## src/rtl/alu_pkg.sv

```systemverilog
// Shared ALU function codes and flag bit positions for the picoMIPS datapath.
package alu_pkg;

   localparam int unsigned FUNC_W = 3;
   localparam int unsigned FLAG_W = 4;

   localparam logic [FUNC_W-1:0] RA   = 3'b000;
   localparam logic [FUNC_W-1:0] RB   = 3'b001;
   localparam logic [FUNC_W-1:0] RADD = 3'b010;
   localparam logic [FUNC_W-1:0] RSUB = 3'b011;
   localparam logic [FUNC_W-1:0] RAND = 3'b100;
   localparam logic [FUNC_W-1:0] ROR  = 3'b101;
   localparam logic [FUNC_W-1:0] RXOR = 3'b110;
   localparam logic [FUNC_W-1:0] RMUL = 3'b111;

   localparam int unsigned FLAG_N = 3;
   localparam int unsigned FLAG_Z = 2;
   localparam int unsigned FLAG_C = 1;
   localparam int unsigned FLAG_V = 0;

endpackage

```

## src/rtl/alu_if.sv

```systemverilog
// Operand/function request and registered result/flags between decoder and ALU.
interface alu_if
   import alu_pkg::*;
#(
   parameter int unsigned n = 8
);

   logic [n-1:0]      a;
   logic [n-1:0]      b;
   logic [FUNC_W-1:0] func;
   logic [n-1:0]      result;
   logic [FLAG_W-1:0] flags;

   modport master (output a, output b, output func, input result, input flags);
   modport slave  (input a, input b, input func, output result, output flags);

endinterface

```

## src/rtl/alu_core.sv

```systemverilog
// Combinational result and N/Z/C/V flag computation for one ALU operation.
module alu_core
   import alu_pkg::*;
#(
   parameter int unsigned n = 8
) (
   input  logic [n-1:0]      a,
   input  logic [n-1:0]      b,
   input  logic [FUNC_W-1:0] func,
   output logic [n-1:0]      result_c,
   output logic [FLAG_W-1:0] flags_c
);

   localparam int unsigned PW = 2 * n;

   logic [n:0]             sum;
   logic [n:0]             diff;
   logic signed [PW-1:0]   prod;
   logic                   carry;
   logic                   ovf;

   assign sum  = {1'b0, a} + {1'b0, b};
   assign diff = {1'b0, a} - {1'b0, b};
   assign prod = $signed({{n{a[n-1]}}, a}) * $signed({{n{b[n-1]}}, b});

   // Q1.(n-1) multiply keeps p[2n-2:n-1]; the top two bits disagree only on -1 x -1.
   always_comb begin
      result_c = '0;
      flags_c  = '0;
      carry    = 1'b0;
      ovf      = 1'b0;
      case (func)
         RA:   result_c = a;
         RB:   result_c = b;
         RADD: begin
            result_c = sum[n-1:0];
            carry    = sum[n];
            ovf      = (a[n-1] == b[n-1]) && (sum[n-1] != a[n-1]);
         end
         RSUB: begin
            result_c = diff[n-1:0];
            carry    = diff[n];
            ovf      = (a[n-1] != b[n-1]) && (diff[n-1] != a[n-1]);
         end
         RAND: result_c = a & b;
         ROR:  result_c = a | b;
         RXOR: result_c = a ^ b;
         RMUL: begin
            result_c = n'(prod >>> (n - 1));
            ovf      = prod[PW-1] ^ prod[PW-2];
         end
         default: result_c = '0;
      endcase
      flags_c[FLAG_N] = result_c[n-1];
      flags_c[FLAG_Z] = (result_c == '0);
      flags_c[FLAG_C] = carry;
      flags_c[FLAG_V] = ovf;
   end

endmodule

```

## src/rtl/alu.sv

```systemverilog
// Registered picoMIPS ALU: one-cycle latency from operands/func to result and flags.
module alu
   import alu_pkg::*;
#(
   parameter int unsigned n = 8
) (
   input  logic clk,
   input  logic rst_n,
   alu_if.slave bus
);

   logic [n-1:0]      result_c;
   logic [FLAG_W-1:0] flags_c;

   alu_core #(.n(n)) u_core (
      .a        (bus.a),
      .b        (bus.b),
      .func     (bus.func),
      .result_c (result_c),
      .flags_c  (flags_c)
   );

   // Synchronous reset wins over the operation presented on the same edge.
   always_ff @(posedge clk) begin
      if (!rst_n) begin
         bus.result <= '0;
         bus.flags  <= '0;
      end else begin
         bus.result <= result_c;
         bus.flags  <= flags_c;
      end
   end

endmodule

```

## src/flat_wrapper.sv

```systemverilog
// flat-port wrapper written by rule: the top's interface ports become plain ports
module alu_flat import alu_pkg::*;
#(
   parameter int unsigned n = 8
)
  (clk, rst_n, bus_a, bus_b, bus_func, bus_result, bus_flags);
  alu_if #(.n(n)) bus_i ();
  input  logic clk;
  input  logic rst_n;
  input wire logic [$bits(bus_i.a)-1:0] bus_a;
  input wire logic [$bits(bus_i.b)-1:0] bus_b;
  input wire logic [$bits(bus_i.func)-1:0] bus_func;
  output wire logic [$bits(bus_i.result)-1:0] bus_result;
  output wire logic [$bits(bus_i.flags)-1:0] bus_flags;
  assign bus_i.a = bus_a;
  assign bus_i.b = bus_b;
  assign bus_i.func = bus_func;
  assign bus_result = bus_i.result;
  assign bus_flags = bus_i.flags;
  alu #(.n(n)) u_core (.clk(clk), .rst_n(rst_n), .bus(bus_i));
endmodule
```

## config.mk

```make
export PLATFORM = sky130hd
export DESIGN_NAME = alu_flat
export DESIGN_NICKNAME = d
export VERILOG_FILES = /design/src/rtl/alu_pkg.sv /design/src/rtl/alu_if.sv /design/src/rtl/alu_core.sv /design/src/rtl/alu.sv /design/src/flat_wrapper.sv
export SDC_FILE = /design/constraint.sdc
export NUM_CORES = 1
export LEC_CHECK = 0
export ABC_CLOCK_PERIOD_IN_PS = 5300
export BUFFER_PORTS_ARGS = -buffer_cell sky130_fd_sc_hd__buf_2
export CAP_MARGIN = 20
export CORE_MARGIN = 5
export CORE_UTILIZATION = 34
export CTS_BUF_LIST = sky130_fd_sc_hd__clkbuf_8 sky130_fd_sc_hd__clkbuf_16
export CTS_CLUSTER_SIZE = 30
export DETAILED_ROUTE_END_ITERATION = 8
export PLACE_DENSITY = 0.5
export SETUP_SLACK_MARGIN = 0.4
export SKIP_LAST_GASP = 1
export SLEW_MARGIN = 20
export SYNTH_ARGS = -nofsm -noshare
export SYNTH_HDL_FRONTEND = slang
export SYNTH_SLANG_ARGS = --single-unit
```

## constraint.sdc

```tcl
create_clock -name clk -period 5.3 [get_ports clk]
set_input_delay 1.06 -clock clk [delete_from_list [all_inputs] [get_ports clk]]
set_output_delay 1.06 -clock clk [all_outputs]
set_load 0.01 [all_outputs]
```

* Word-level counts from Yosys, hierarchy flattened *
Index checks and enable logic that the tools add are counted.

word-level totals
  register bits after elaboration = 12
  word-level logic and storage cells = 27
  memories kept = 0
  RAM bits = 0
  ROM bits = 0
  latch bits = 0

operators by class
  mux-type cells = 3
  $add $sub $neg = 2
  reductions and logical operators = 4
  $lt $le $gt $ge = 0
  shift-type cells = 0
  bitwise logic cells = 4
  eq/ne operators = 11
  multiply operators = 1
  div/mod/pow operators = 0

operators by type and width
  operator            number
  $pmux 8 s8          1
  $mul 8x8->16        1
  $eq 3x3->1 const B  4
  $add 8x8->9         1
  $sub 8x8->9         1
  $and 8x8->8         1
  $logic_not 8->1     1
  $or 8x8->8          1
  $xor 8x8->8         1
  $eq 3x2->1 const B  2
  $eq 3x1->1 const B  1
  $logic_not 3->1     1
  $ne 1x1->1          3
  $pmux 1 s3          1
  $logic_and 1x1->1   2
  $pmux 1 s2          1
  $eq 1x1->1          1
  $xor 1x1->1         1

* Longest topological paths before layout *
  depth in word-level cells = 4
  mapped depth = 19
  depth with buffers taken out = 18

* Modules after synthesis *
A second synthesis with hierarchy kept.

second synthesis, totals
  cell total of the unflattened synthesis = 503
  area total of the unflattened synthesis = 4127.7 µm²

modules (own cells, without submodules)
  module    area an instance (µm²)  cells each  seq. area each (µm²)  instances
  alu_core  3791.1                  478         0.0                   1
  alu       336.6                   25          240.2                 1

* Worst setup path after synthesis *
OpenSTA, ideal clock, no wires.

  path kind = input-to-reg
  from = input port bus_a[7]
  to = register u_core.bus.flags[3]
  arrival = 5.397 ns
  setup time = 0.059 ns
  buffers on the path = 1
  slack = -0.156 ns
  stages = 17
  cell sequence = clkbuf_1 > nand2_1 > inv_1 > fa_1 > fa_1 > fa_1 > inv_1 > fa_1 > inv_1 > ha_1 > o21ai_0 > o211ai_1 > o2111ai_2 > nor2b_4 > or4b_1 > a31oi_1 > and2_1

on the way
  longest elaborated chain between the ends = 2
  elaborated cells between the ends (all ways) = 7
  classes of those cells = add/sub: 2; mul: 1; mux: 1; bitwise: 3

RTL lines
  what                                        line                source
  start, declared                             flat_wrapper.sv:10  input wire logic [$bits(bus_i.a)-1:0] bus_a;
  $mul 8x8->16, or another cell as far along  alu_core.sv:24      assign prod = $signed({{n{a[n-1]}}, a}) * $signed({{n{b[n-1]}}, b});
  $pmux 8 s8 *                                alu_core.sv:32      case (func)
  end signal, assigned                        alu.sv:30           bus.flags <= flags_c;
  end, declared                               alu_if.sv:15        modport slave (input a, input b, input func, output result, output flags);

Every way passes the cells marked *; elsewhere a longest branch is shown, timed or not.
A chain may end at the register's enable or synchronous reset.

* Worst setup path after layout *
  from = input port bus_a[6]
  to = register u_core.bus.flags[3]

on the way
  longest elaborated chain between the ends = 2
  elaborated cells between the ends (all ways) = 4
  classes of those cells = add/sub: 2; mul: 1; mux: 1

RTL lines
  what                                        line
  $mul 8x8->16, or another cell as far along  alu_core.sv:24
  $pmux 8 s8 *                                alu_core.sv:32

Marked as above.

==> impl_metrics.yaml <==
status:
  outcome: "finished clean"
place:
  place_ws_ns: -0.284
  port_buffers: 32
  place_congestion: 0.885
  dpl_cell_area_um2: 5020
  dp_hpwl_um: 10300
clock_network:
  clock-sinks: 11
  numCtsBuffers: 3
  cts_tree: "done"
  cts_buffer_depth: 2
  cts_max_level: 1
  path_clk_slew_ns: 0.04
  cts_root_buf: "clkbuf_16"
power_and_ir_drop:
  p_leak_nw: 2.63
  p_per_area_nw_per_um2: 374
  p_total_w: 0.00210
  ir_worst_vdd_mv: 0.321
synth:
  ys_seq_elements: 11
  synth_nets: 621
  synth_ff_type: "dfxtp_1"
  synth_enable_flop_cells: 0
  yosysWarnings: 0
  synth_cell_types: 66
  synthArstFlopShare_pct: 0
  ys_seq_area_share_pct: 5.40
  synth_area_um2: 4080
  synthCells: 493
  syn_area_per_cell_um2: 8.27
route:
  drtIter0Drc: 217
  first_pass_iters: 5
  drtAntennaViolNets: 0
  drt-total-wl_um: 12500
  wire_per_inst_um: 16.6
  route.detailed.drc: 0
  vias: 3826
  via_per_inst: 5.07
layout:
  drive_above_1_share_pct: 37.2
  fin_util_pct: 47.3
  area_growth_pct: 37.6
  final_area_um2: 5610
  finalNetCount: 736
  diodes: 0
floorplan:
  core.rowCount: 40
  boundaryPins: 33
  core_area_um2: 11900
  floorplan.initialDensity_pct: 34.4
  fp.dieW_um: 119
  die_area_um2: 14300
  fp.dieH_um: 119
sta:
  worst_slack_ns: 0.111
  rsz0062_at_grt: "yes"
  fin_crit_sh_pct: 97.9
  hold_slack_ns: 1.11
  period_needed_ns: 5.19
  tightest_slew_ns: 0.711
  fmax_mhz: 193
  maxSlewViolCount: 0
  max_slew_margin_pct: 52.6
  final-setup-viol-count: 0
  hold_viol_final: 0
critical_path:
  path_max_fanout: 4
  required_ns: 5.48
  crit_type: "in -> reg"
  critical_path_arrival_ns: 5.37
  startpoint_type: "input pin"
  cp-end-kind: "flop"
global_route:
  grt-ovfl-total: 0
  antenna_found_initial: 0
  grt_pass1_wl_um: 20500
  grt_pass1_vias: 3935
  grt_start_max_net_pins: 39
  grt_use_total_pct: 17.6
min_path:
  hp-class: "in -> reg"
job:
  cap_violations: 0
-- per-stage QoR --
step | setup TNS (ns) | instances
2_1_floorplan | 0 | 493
3_3_place_gp | -0.686 | 728
6_report | 0 | 754
5_1_grt | -0.109 | 754
3_5_place_dp | -0.855 | 728
4_1_cts | 0 | 746
-- final cells by class --
| type | instances | area [um^2] |
|---|---|---|
| fill | 1168 | 6250 |
| multi-input combinational | 368 | 3730 |
| timing repair buffer | 127 | 985 |
| inverter | 97 | 410 |
| sequential | 11 | 220 |
| tap | 147 | 184 |
| clock buffer | 3 | 75.1 |
| clock inverter | 1 | 3.75 |
-- cells in the mapped netlist, types with 3 or more instances --
cell | instances | area, um^2
and2_1 | 6 | 37.5
nand2b_1 | 5 | 31.3
nor2b_1 | 5 | 31.3
xor2_1 | 3 | 26.3
mux2i_1 | 7 | 70.1
o21bai_1 | 3 | 22.5
a21o_1 | 5 | 37.5
o22ai_1 | 3 | 18.8
a21oi_1 | 20 | 100
nor2_1 | 60 | 225
o211ai_1 | 5 | 37.5
nand3_1 | 4 | 20.0
buf_4 | 8 | 60.1
or3_1 | 3 | 18.8
nand2_1 | 24 | 90.1
nor3_1 | 9 | 45.0
dfxtp_1 | 11 | 220
or2_2 | 3 | 18.8
inv_1 | 95 | 357
o21ai_0 | 10 | 50.1
a31oi_1 | 9 | 56.3
buf_2 | 3 | 15.0
ha_1 | 52 | 651
nand4_1 | 3 | 18.8
a211oi_1 | 8 | 60.1
xnor2_1 | 14 | 123
fa_1 | 55 | 1100
nand3b_1 | 4 | 30.0
and3_1 | 3 | 18.8
-- critical path, cell delays in order --
cell and delay [ns]:
buf_6 0.08, clkinvlp_4 0.16, nor2_4 0.15, fa_1 0.45
fa_1 0.53, fa_1 0.52, inv_2 0.04, fa_1 0.55
inv_2 0.06, ha_4 0.28, o21ai_4 0.06, o211ai_1 0.23
o2111ai_2 0.19, nor2b_4 0.17, or4b_1 0.48, a31oi_2 0.21
and2_1 0.14
-- per-layer routing --
layer,GRT usage (%),part of all wire (%),vias up
met1,25.4,48,1885
li1,-,-,1851
met5,0,0,-
met4,2.79,0.73,0
met2,29.4,48,80
met3,1.60,3.4,10
-- cell usage in the layout (no fill, tap or decap), types with 4 or more instances in the layout --
master / synthesis / final
fa_2: 0 / 6
mux2i_1: 7 / 7
nand3_1: 4 / 4
ha_1: 52 / 41
nor2_4: 0 / 7
and2_1: 6 / 6
clkinvlp_4: 0 / 8
buf_6: 2 / 13
nor2_2: 0 / 13
a211oi_1: 8 / 6
nand2_1: 24 / 21
o211ai_1: 5 / 5
inv_1: 95 / 70
fa_1: 55 / 49
nor3_1: 9 / 8
a31oi_1: 9 / 8
inv_2: 0 / 15
a21oi_1: 20 / 17
buf_2: 3 / 21
nand3b_1: 4 / 4
o21ai_0: 10 / 7
ha_4: 0 / 9
buf_4: 8 / 88
dfxtp_1: 11 / 11
a21o_1: 5 / 5
xnor2_1: 14 / 12
nor2b_1: 5 / 5
nand2b_1: 5 / 5
nor2_1: 60 / 40
-- sequential cells by signal, indices dropped and copies added, names as in the netlist --
name,cells
u_core.bus.result,7
u_core.bus.flags,4
-- report_power, final --
| part | total, W | switching (W) | internal [W] | leakage (nW) |
|---|---|---|---|---|
| sequential | 0.000101 | 0.00000342 | 0.0000973 | 0.0910 |
| clock | 0.000134 | 0.0000350 | 0.0000988 | 0.0423 |
| combinational | 0.00186 | 0.000948 | 0.000915 | 2.49 |
| total | 0.00210 | 0.000987 | 0.00111 | 2.63 |
-- cell families (layout without fill, tap and decap cells) --
logic type	Yosys count	in the layout	share of synthesized area, %
and+or+nand+nor	143	143	17.5
buffers and inverters	114	228	11.8
adders and majority gates	107	107	43.0
AOI/OAI and AO/OA	93	93	16.4
xor gates and xnor gates	17	17	3.65
DFF	11	11	5.40
muxes	8	8	2.27
-- final timing paths --
| check | startpoint | endpoint | slack (ns) | depth (start not counted) |
|---|---|---|---|---|
| worst min-delay path | rst_n | u_core.bus.flags[3]$_SDFF_PN0_ | 1.11 | 2 |
| worst max-delay path | bus_a[6] | u_core.bus.flags[3]$_SDFF_PN0_ | 0.11 | 17 |
-- what timing repair did --
action                                  4_1_cts  5_1_grt
pin swaps                                    31       22
resized for setup                            55       46
hold buffers                                  0        0
setup buffers                                14        8
endpoints found under the setup margin        9        9
Power figures use the tool's default switching activity.
